File: src/rtl/audio_pkg.sv
// audio_pkg: shared defaults and the stereo sample type for the audio path
package audio_pkg;
   localparam int AUDIO_DATA_W = 16;
   localparam int AUDIO_SLOT_BITS = 32;
   localparam int AUDIO_BCLK_DIV = 4;
   localparam int AUDIO_FIFO_DEPTH = 4;
   localparam int FRAME_BITS = 2 * AUDIO_SLOT_BITS;
   typedef struct packed {
      logic [AUDIO_DATA_W-1:0] left;
      logic [AUDIO_DATA_W-1:0] right;
   } stereo_t;
endpackage

File: src/rtl/audio_sample_fifo.sv
// audio_sample_fifo: synchronous FIFO with wrapping pointers and a separate count
module audio_sample_fifo #(
   parameter int W = 32,
   parameter int DEPTH = 4
) (
   input  logic         clk,
   input  logic         rst,
   input  logic         push,
   input  logic         pop,
   input  logic [W-1:0] wdata,
   output logic [W-1:0] rdata,
   output logic         full,
   output logic         empty
);
   localparam int AW = $clog2(DEPTH);
   localparam int CW = AW + 1;
   logic [W-1:0] mem [DEPTH];
   logic [AW-1:0] wp, rp;
   logic [CW-1:0] cnt;
   assign full = cnt == CW'(DEPTH);
   assign empty = cnt == '0;
   assign rdata = mem[rp];
   always_ff @(posedge clk)
      if (push) mem[wp] <= wdata;
   always_ff @(posedge clk or posedge rst)
      if (rst) begin
         wp <= '0;
         rp <= '0;
         cnt <= '0;
      end else begin
         if (push) wp <= wp + 1'b1;
         if (pop) rp <= rp + 1'b1;
         cnt <= cnt + CW'(push) - CW'(pop);
      end
endmodule

File: src/rtl/audio_i2s_tx.sv
// audio_i2s_tx: I2S master serializer for stereo PCM with a small sample FIFO.
// Optional underrun_cnt_o saturating counter under AUDIO_I2S_TX_UNDERRUN_CNT_EN.
module audio_i2s_tx
   import audio_pkg::*;
#(
   parameter int DATA_W = AUDIO_DATA_W,
   parameter int SLOT_BITS = AUDIO_SLOT_BITS,
   parameter int BCLK_DIV = AUDIO_BCLK_DIV,
   parameter int FIFO_DEPTH = AUDIO_FIFO_DEPTH
) (
   input  logic              clk_i,
   input  logic              rst_i,
   input  logic [DATA_W-1:0] left_i,
   input  logic [DATA_W-1:0] right_i,
   input  logic              valid_i,
   output logic              ready_o,
   output logic              sample_req_o,
   output logic              underrun_o,
   output logic              bclk_o,
   output logic              lrclk_o,
   output logic              dacdat_o
`ifdef AUDIO_I2S_TX_UNDERRUN_CNT_EN
   ,
   output logic [15:0]       underrun_cnt_o
`endif
);
   localparam int FB = 2 * SLOT_BITS;
   localparam int BW = $clog2(FB);
   localparam int DW = BCLK_DIV > 1 ? $clog2(BCLK_DIV) : 1;

   logic [DW-1:0] div_cnt;
   logic [BW-1:0] bit_cnt, bit_nxt;
   logic [DATA_W-1:0] sh, sh_ld, right_q;
   logic [2*DATA_W-1:0] rdata, pair;
   logic run, wrap, tick, frame, half, push, pop, full, empty;

   // tick marks the clk cycle in which bclk_o falls; all serial outputs move then
   assign wrap = div_cnt == DW'(BCLK_DIV - 1);
   assign tick = wrap && bclk_o;
   assign bit_nxt = bit_cnt == BW'(FB - 1) ? '0 : bit_cnt + 1'b1;
   assign frame = tick && bit_nxt == '0;
   assign half = tick && bit_nxt == BW'(SLOT_BITS);
   assign ready_o = run && !full;
   assign push = valid_i && ready_o;
   assign pop = frame && !empty;
   assign pair = empty ? '0 : rdata;
   assign sh_ld = frame ? pair[2*DATA_W-1:DATA_W] : half ? right_q : sh;

   audio_sample_fifo #(.W(2 * DATA_W), .DEPTH(FIFO_DEPTH)) u_fifo (
      .clk(clk_i),
      .rst(rst_i),
      .push(push),
      .pop(pop),
      .wdata({left_i, right_i}),
      .rdata(rdata),
      .full(full),
      .empty(empty)
   );

   always_ff @(posedge clk_i or posedge rst_i)
      if (rst_i) begin
         run <= 1'b0;
         div_cnt <= '0;
         bclk_o <= 1'b0;
         bit_cnt <= BW'(FB - 1);
         lrclk_o <= 1'b0;
         dacdat_o <= 1'b0;
         sh <= '0;
         right_q <= '0;
         sample_req_o <= 1'b0;
         underrun_o <= 1'b0;
      end else begin
         run <= 1'b1;
         sample_req_o <= pop;
         underrun_o <= frame && empty;
         div_cnt <= wrap ? '0 : div_cnt + 1'b1;
         if (wrap) bclk_o <= !bclk_o;
         if (tick) begin
            bit_cnt <= bit_nxt;
            lrclk_o <= (bit_nxt >= BW'(SLOT_BITS - 1)) && (bit_nxt != BW'(FB - 1));
            dacdat_o <= sh_ld[DATA_W-1];
            sh <= sh_ld << 1;
         end
         if (frame) right_q <= pair[DATA_W-1:0];
      end

`ifdef AUDIO_I2S_TX_UNDERRUN_CNT_EN
   always_ff @(posedge clk_i or posedge rst_i)
      if (rst_i) underrun_cnt_o <= '0;
      else if (underrun_o && underrun_cnt_o != 16'hFFFF) underrun_cnt_o <= underrun_cnt_o + 1'b1;
`endif
endmodule

File: config.mk
export PLATFORM = sky130hd
export DESIGN_NAME = audio_i2s_tx
export DESIGN_NICKNAME = d
export VERILOG_FILES = /design/src/rtl/audio_pkg.sv /design/src/rtl/audio_sample_fifo.sv /design/src/rtl/audio_i2s_tx.sv
export SDC_FILE = /design/constraint.sdc
export NUM_CORES = 1
export LEC_CHECK = 0
export ABC_AREA = 1
export CELL_PAD_IN_SITES_DETAIL_PLACEMENT = 0
export CELL_PAD_IN_SITES_GLOBAL_PLACEMENT = 1
export CORE_MARGIN = 3
export CORE_UTILIZATION = 36
export DETAILED_ROUTE_END_ITERATION = 6
export GPL_TIMING_DRIVEN = 0
export PLACE_DENSITY = 0.6
export SLEW_MARGIN = 10
export SYNTH_ARGS = -nofsm -noshare
export SYNTH_HDL_FRONTEND = slang
export SYNTH_HIERARCHICAL = 1
export SYNTH_SLANG_ARGS = --single-unit
export TNS_END_PERCENT = 100
File: constraint.sdc
create_clock -name clk_i -period 3.79 [get_ports clk_i]
set_input_delay 0.379 -clock clk_i [delete_from_list [all_inputs] [get_ports clk_i]]
set_output_delay 0.379 -clock clk_i [all_outputs]
set_load 0.02 [all_outputs]
=== After elaboration in Yosys (flattened, before gate mapping) ===
Memory sizes are Yosys's and may differ from the RTL's.
Index checks and enable logic that the tools add are counted.

* Muxes and demuxes: 7
* $add $sub $neg: 6
* Reductions and logical operators: 13
* Equal/unequal tests: 5
* Magnitude comparators: 1

{| class="wikitable"
|+ Operators by type and width
! kind !! count
|-
| $mux 16 || 2
|-
| $mux 32 || 1
|-
| $eq 6x6->1 const B || 2
|-
| $logic_and 1x1->1 || 8
|-
| $add 2x1->2 const B || 3
|-
| $add 6x1->6 const B || 1
|-
| $ge 6x5->1 const B || 1
|-
| $logic_not 6->1 || 1
|-
| $mux 6 || 1
|-
| $ne 6x6->1 const B || 1
|-
| $add 3x1->3 || 1
|-
| $eq 3x3->1 const B || 1
|-
| $logic_not 1->1 || 3
|-
| $logic_not 3->1 || 1
|-
| $sub 3x1->3 || 1
|-
| $eq 2x2->1 const B || 1
|-
| $mux 1 || 2
|-
| $mux 2 || 1
|}

* Register bits: 52
* Memories: 1
* Output and inout bits: 6
* Word-level logic and storage cells: 46
* Bits of input ports: 35
* RAM bits: 128

{| class="wikitable"
|+ Memory list
! memory !! depth !! bits a word !! rd ports !! clocked after Yosys merged registers in !! wr ports !! RTL line !! text
|-
| u_fifo.mem || 4 || 32 || 1 || 0 || 1 || audio_sample_fifo.sv:17 || <nowiki>logic [W-1:0] mem [DEPTH];</nowiki>
|}

=== Depth between registers and ports, before layout ===
Gate-level depths: netlist of the first run.

* Depth after elaboration: 6
* Mapped depth: 17
* Gate-level depth less buffers: 16

=== By module ===
Netlist of the first run, hierarchy kept.

{| class="wikitable"
|+ Modules (own cells, without submodules)
! module !! cells each !! area an instance (µm²) !! seq. area each (µm²) !! times used
|-
| audio_sample_fifo || 548 || 5789.3 || 4018.9 || 1
|-
| audio_i2s_tx || 313 || 2354.8 || 1133.6 || 1
|}

=== Worst setup path before layout of the first run ===
No wires, ideal clock.

* Path kind: reg2reg
* Start: register bit_cnt[0]
* End: register u_fifo.cnt[2]
* Data required time: 3.725 ns
* Setup slack: 1.079 ns
* Cell stages (with the launch flop): 18
* Setup time: 0.065 ns
* Data arrival time: 2.646 ns
* Period minus slack after synthesis: 2.711 ns
* Path buffers: 1
* Path through: dfstp_2 > ha_1 > nand2_2 > inv_2 > nand2_2 > nand2_1 > o21ai_2 > nor2_8 > inv_6 > nor2_8 > buf_8 > ha_1 > inv_1 > ha_1 > fa_1 > inv_1 > nand3_1 > nand2_1

* Longest elaborated chain between the ends: 6
* Elaborated cells on any way between the ends: 7
* Those cells by class: 2 x add/sub; 1 x eq/ne; 1 x mux; 3 x reduce/logical

{| class="wikitable"
|+ RTL lines
! element !! RTL line !! text
|-
| start, declared || audio_i2s_tx.sv:32 || <nowiki>logic [BW-1:0] bit_cnt, bit_nxt;</nowiki>
|-
| start signal, assigned || audio_i2s_tx.sv:65 || <nowiki>bit_cnt <= BW'(FB - 1);</nowiki>
|-
| start signal, assigned || audio_i2s_tx.sv:79 || <nowiki>bit_cnt <= bit_nxt;</nowiki>
|-
| $add 6x1->6 or $eq 6x6->1 (tied branches) || audio_i2s_tx.sv:40 || <nowiki>assign bit_nxt = bit_cnt == BW'(FB - 1) ? '0 : bit_cnt + 1'b1;</nowiki>
|-
| $mux 6 (*) || audio_i2s_tx.sv:40 ||
|-
| $logic_not 6->1 (*) || audio_i2s_tx.sv:41 || <nowiki>assign frame = tick && bit_nxt == '0;</nowiki>
|-
| $logic_and 1x1->1 (*) || audio_i2s_tx.sv:41 ||
|-
| $logic_and 1x1->1 (*) || audio_i2s_tx.sv:45 || <nowiki>assign pop = frame && !empty;</nowiki>
|-
| via pop || audio_i2s_tx.sv:35 || <nowiki>logic run, wrap, tick, frame, half, push, pop, full, empty;</nowiki>
|-
| $sub 3x1->3 (*) || audio_sample_fifo.sv:33 || <nowiki>cnt <= cnt + CW'(push) - CW'(pop);</nowiki>
|-
| end signal, assigned || audio_sample_fifo.sv:33 ||
|-
| end, declared || audio_sample_fifo.sv:19 || <nowiki>logic [CW-1:0] cnt;</nowiki>
|}

The timed path passes the listed nets; every way through them passes the cells marked *.
A chain may end at the register's enable or synchronous reset.

=== Final worst setup path of the first run ===
Ends and elaborated chain as after synthesis.

==> qor.yml, run 1 <==
synth_edf_count: 128
start_util_pct: 37.0
grt_overflow: 0
path_cells: "ha_1 > nand2_2 > inv_2 > nand2_2 > nand2_1 > o21ai_2 > nor2_8 > inv_6 > nor2_8 > buf_8 > ha_1 > inv_1 > ha_1 > fa_1 > inv_1 > nand3_1 > nand2_1"
cp_slowest_stage_delay_ns: 0.52
rows: 54
clock-sinks: 180
cts_resized: 0
avgSynthCellArea_um2: 9.46
cts_buffer_depth: 2
cts_setup_buffers: 0
worst_pin_slew_ns: 1.18
detail-route-antenna-nets: 0
area_delta_synth_final_pct: 17.5
worstSkewPairLatency_ns: 0.43
drt-total-wl_mm: 18.1
power_leakage_nw: 4.47
synthFlopType: "edfxtp_1"
die_x_um: 156
wl_per_cell_um: 14.8
cp_max_fo: 13
async_flop_share_pct: 28.9
numCtsBuffers: 17
grt_max_degree: 29
cpMaxStageDelayCell: "o21ai_2"
core_area_mm2: 0.0220
required_ns: 4.16
ys_top_cells_by_count: "310 x nand2_1, 166 x inv_1, 128 x edfxtp_1"
crit_top_cell: "ha_1"
post-route-period-util_pct: 82.7
max-vdd-ir-drop_mv: 0.250
ioPinCount: 41
min_path_type: "input pin to asynchronous set/reset pin"
dp_hpwl_mm: 12.2
syn_inst: 861
synthTopCellsByArea: "edfxtp_1 47%, nand2_1 14%, dfrtp_1 14%"
ctsHtreeMaxLevel: 4
rsz0062_at_grt: "no"
path_class: "flip-flop to flip-flop"
drt_iter0_drc: 344
maxSlewViolCount: 0
num_antenna_cells: 0
synth.distinct_cells: 34
io_buffers: 40
cts_tree: "built"
syn-cell-area_mm2: 0.00814
globalplace.congestion: 0.762
cp-end-kind: "flip-flop"
antenna_found_initial: 0
synth_top_area_cell: "edfxtp_1"
yosysSeqAreaShare_pct: 63.3
status: "completed"
yosysWarnings: 6
finalHoldViolCount: 0
timing.final.crit_period_ns: 3.13
synth_top_area_share_pct: 47.2
power_density_mw_per_mm2: 472
root_buffer: "clkbuf_16"
grt_pass1_vias: 5342
yosysMostFrequentCell: "nand2_1"
grt.total_usage_pct: 15.8
tns_ns: 0
drt_pass1_iterations: 5
fin_nets: 971
drive_gt1_share_pct: 9.38
drv_cap: 0
avgViaCountPerCell: 4.41
ys_ff_latch: 180
cp-start-kind: "flip-flop"
die_area_mm2: 0.0245
synth_fp_nets: 907
finalSetupViolCount: 0
die_y_um: 156
fin_skew_ns: 0.0146
crit_arrival_ns: 3.50
path_clk_slew_ns: 0.07
num_vias: 5374
postCtsHoldBufs: 0
final_util_pct: 43.4
max_freq_ghz: 0.319
grt_pass1_wl_mm: 29.4
drc_errors: 0
max_slew_margin_pct: 21.0
## worst max-delay path: cells and delay by family, from the launching register on
family	cells	cell delay [ns]
flip-flops	1	0.40
AND/OR/NAND/NOR	7	0.59
adder cells (fa/ha/maj)	4	1.09
buffers and inverters	5	0.48
AO/OA/AOI/OAI	1	0.52
## stage by stage
stage	power, W	cells	worst slack (ns)	hold WS [ns]	area, um^2
2_1_floorplan	0.00265	861	1.08	0.182	8140
3_5_place_dp	0.00285	1186	0.590	0.425	8990
6_report	0.00452	1218	0.655	0.262	9570
3_3_place_gp	0.00282	1181	0.612	0.416	8890
4_1_cts	0.00458	1218	0.597	0.260	9570
5_1_grt	0.00475	1218	0.411	0.286	9570
## cell type report
class / instances / area (um^2)
Tap cell: 280 / 350
Inverter: 170 / 643
Sequential cell: 180 / 5150
Buffer: 32 / 194
Clock inverter: 14 / 144
Clock buffer: 18 / 429
Fill cell: 2186 / 12500
Multi-Input combinational cell: 479 / 2150
Timing Repair Buffer: 45 / 500
## kinds of logic after synthesis
kind of cell    share of synthesized area, %
simple gates                            23.3
buf+inv                                 10.3
flops                                   63.3
compound gates                         0.983
fa+ha+maj                               1.78
xor+xnor                               0.323
other cells                           0.0460
## sequential cells by signal, indices dropped and copies added, names as in the netlist, 2 cells and up
name	flops
u_fifo/rp	2
div_cnt	2
right_q	16
u_fifo/mem	128
u_fifo/cnt	3
bit_cnt	6
u_fifo/wp	2
sh	15
## layout by cell type (no fill, tap or decap), types with 6 or more instances in the layout
master           instances
nand2_1                310
inv_1                  161
edfxtp_1               128
nand3_1                 94
dfrtp_1                 46
clkdlybuf4s50_1         40
nor2_1                  29
buf_2                   17
clkbuf_16               17
ha_1                    10
inv_2                    8
clkbuf_1                 7
o21ai_0                  6
dfstp_2                  6
## layer usage
layer,up-vias,track usage [%],routed length (um)
li1,2791,-,-
met1,2486,22.7,8900
met2,84,25.0,8340
met3,13,2.93,651
met4,0,3.54,167
met5,-,0,0
## power breakdown
part	total, W	switching [W]	internal (W)	leakage, nW
sequential	0.00234	0.0000479	0.00229	1.85
combinational	0.000452	0.000298	0.000155	2.35
clock	0.00173	0.000798	0.000928	0.269
## path summary, 6_finish.rpt
| path | start | to | slack, ns | depth (start not counted) |
|---|---|---|---|---|
| min reg2reg | div_cnt[0]$_DFF_PP0_ | div_cnt[0]$_DFF_PP0_ | 0.43 | 1 |
| max in group asynchronous | rst_i | right_q[13]$_DFFE_PP0P_ | 2.94 | 3 |
| min in group clk_i | div_cnt[0]$_DFF_PP0_ | div_cnt[0]$_DFF_PP0_ | 0.43 | 1 |
| min | rst_i | u_fifo/cnt[2]$_DFF_PP0_ | 0.26 | 2 |
| max | bit_cnt[0]$_DFFE_PP1P_ | u_fifo/cnt[2]$_DFF_PP0_ | 0.66 | 17 |
| max reg2reg | bit_cnt[0]$_DFFE_PP1P_ | u_fifo/cnt[2]$_DFF_PP0_ | 0.66 | 17 |
Power figures use the tool's default switching activity.
==> run 2, diff against run 1 <==
PLACE_DENSITY = 0.62   (was 0.6)
clock period = 2.7 ns   (was 3.79 ns; I/O delays follow)
==> run 2 against run 1 <==
  * Clock-buffer cell count shrank 1
  * Sequential cell count unchanged
  * Via count about the same
  * Core utilization rose by 1.1 points
  * Die area stayed put
  * First-iteration DRC count shrank 13%
  * Setup slack worse by 0.53 ns
  * Register-to-register slack lost 0.53 ns
  * Critical path type unchanged
  * Critical endpoint is now u_fifo/cnt[1]$_DFF_PP0_
  * Largest cell class unchanged
==> qor.yml, run 2 (synthesis gave the netlist of run 1 again) <==
setup_ws_ns: 0.128
core_area_mm2: 0.0220
cp_max_fo: 4
p_seq_share_pct: 48.8
antenna_found_initial: 0
reg2reg_depth: 13
largest_register_ffs: 128
path_class: "flip-flop to flip-flop"
detail-route-antenna-nets: 0
postCtsHoldBufs: 0
globalplace.congestion: 0.774
post-route-period-util_pct: 95.2
grt.total_usage_pct: 16.0
switchingPower_w: 0.00162
drive_gt1_share_pct: 11.6
finalHoldViolCount: 0
mostFrequentLayoutCell: "nand2_1"
drv_cap: 0
regMostFlops: "u_fifo/mem"
crit_path_end: "u_fifo/cnt[1]$_DFF_PP0_"
drc_errors: 0
fin_skew_ns: 0.00919
max_freq_ghz: 0.389
clock-sinks: 180
status: "completed"
dp_hpwl_mm: 12.5
path_clk_slew_ns: 0.07
num_vias: 5370
reg2reg_to: "u_fifo/cnt[1]$_DFF_PP0_"
crit_start: "bit_cnt[1]$_DFFE_PP1P_"
power_density_mw_per_mm2: 687
die_area_mm2: 0.0245
wl_per_cell_um: 15.1
num_antenna_cells: 0
pwr-share-clk_pct: 41.5
drt_pass1_iterations: 7
required_ns: 3.00
pwr-share-comb_pct: 9.8
worst_pin_slew_ns: 0.665
top_regs: "u_fifo/mem: 128 flops, right_q: 16 flops, sh: 15 flops"
layout_common_cells: "309 x nand2_1, 161 x inv_1, 128 x edfxtp_1"
rows: 54
grt_max_degree: 28
cts_buffer_depth: 2
rr_startpoint: "bit_cnt[1]$_DFFE_PP1P_"
ctsHtreeMaxLevel: 4
grt_overflow: 0
rrSetupSlack_ns: 0.13
cp-start-kind: "flip-flop"
cp-end-kind: "flip-flop"
cts_tree: "built"
whs_ns: 0.170
io_buffers: 40
p_sw_share_pct: 24.0
worstSkewPairLatency_ns: 0.43
drt-total-wl_mm: 18.6
max-vdd-ir-drop_mv: 0.391
finalSetupViolCount: 0
crit_arrival_ns: 2.87
area_delta_synth_final_pct: 20.6
root_buffer: "clkbuf_16"
grt_pass1_wl_mm: 29.4
ioPinCount: 41
rsz0062_at_grt: "no"
start_util_pct: 37.0
drt_iter0_drc: 301
dp_slack_ns: -0.271
die_y_um: 156
power_leakage_nw: 4.62
p_int_w: 0.00512
min_path_type: "input pin to asynchronous set/reset pin"
maxSlewViolCount: 0
grt_pass1_vias: 5182
numCtsBuffers: 17
fin_nets: 985
avgViaCountPerCell: 4.36
die_x_um: 156
timing.final.crit_period_ns: 2.57
max_slew_margin_pct: 55.4
run 2: final cells by class:
type                       instances  area [um^2]
fill                            2155        12200
tap                              280          350
multi-input combinational        479         2200
inverter                         170          643
clock buffer                      17          425
clock inverter                    15          240
timing repair buffer              60          628
sequential                       180         5150
buffer                            31          179
run 2: power groups by stage:
stage	clock network, W	registers (W)	logic (W)
floorplan	0	0.00334	0.000380
global placement	0	0.00336	0.000608
detailed placement	0	0.00335	0.000671
CTS	0.00285	0.00329	0.000675
global route	0.00298	0.00331	0.000759
finish	0.00280	0.00329	0.000658
run 2: repair_timing:
| action | CTS | global route |
|---|---|---|
| endpoints found under the setup margin | 2 | 2 |
| pin swaps | 6 | 6 |
| gates cloned | 0 | 0 |
| buffers inserted | 10 | 5 |
| gates resized for setup | 4 | 5 |
run 2: critical path, cell delays in order, from the launching register on:
cell,delay [ns]
dfstp_2,0.58
ha_4,0.16
nand2_2,0.06
inv_2,0.08
nand2_4,0.07
a21oi_4,0.18
nand3_4,0.13
nor2_8,0.14
inv_6,0.05
nor2_8,0.12
ha_1,0.24
inv_1,0.06
ha_2,0.16
fa_2,0.42
run 2: stage by stage:
step / TNS, ns / std cells / instance area (um^2) / power [W] / utilization [%]
final: 0 / 1232 / 9820 / 0.00674 / 44.6
after global routing: 0 / 1232 / 9820 / 0.00705 / 44.6
after CTS: 0 / 1228 / 9780 / 0.00682 / 44.4
after detailed placement: -0.507 / 1186 / 9020 / 0.00402 / 40.9
after global placement: -58.42 / 1181 / 8900 / 0.00396 / 40.4
after floorplan: 0 / 861 / 8150 / 0.00372 / -
run 2: how the worst min path moves through the flow:
stage | start | to
floorplan | rst_i | u_fifo/cnt[0]$_DFF_PP0_
global placement | div_cnt[0]$_DFF_PP0_ | div_cnt[0]$_DFF_PP0_
detailed placement | div_cnt[0]$_DFF_PP0_ | div_cnt[0]$_DFF_PP0_
CTS | rst_i | u_fifo/wp[1]$_DFFE_PP0P_
global route | rst_i | u_fifo/cnt[1]$_DFF_PP0_
finish | rst_i | u_fifo/wp[1]$_DFFE_PP0P_
run 2: routing by layer:
layer | vias up | part of all wire [%] | GRT usage (%)
li1 | 2824 | - | -
met1 | 2451 | 49 | 22.2
met2 | 79 | 47 | 25.5
met3 | 16 | 2.8 | 3.07
met4 | 0 | 1.6 | 5.34
met5 | - | 0 | 0
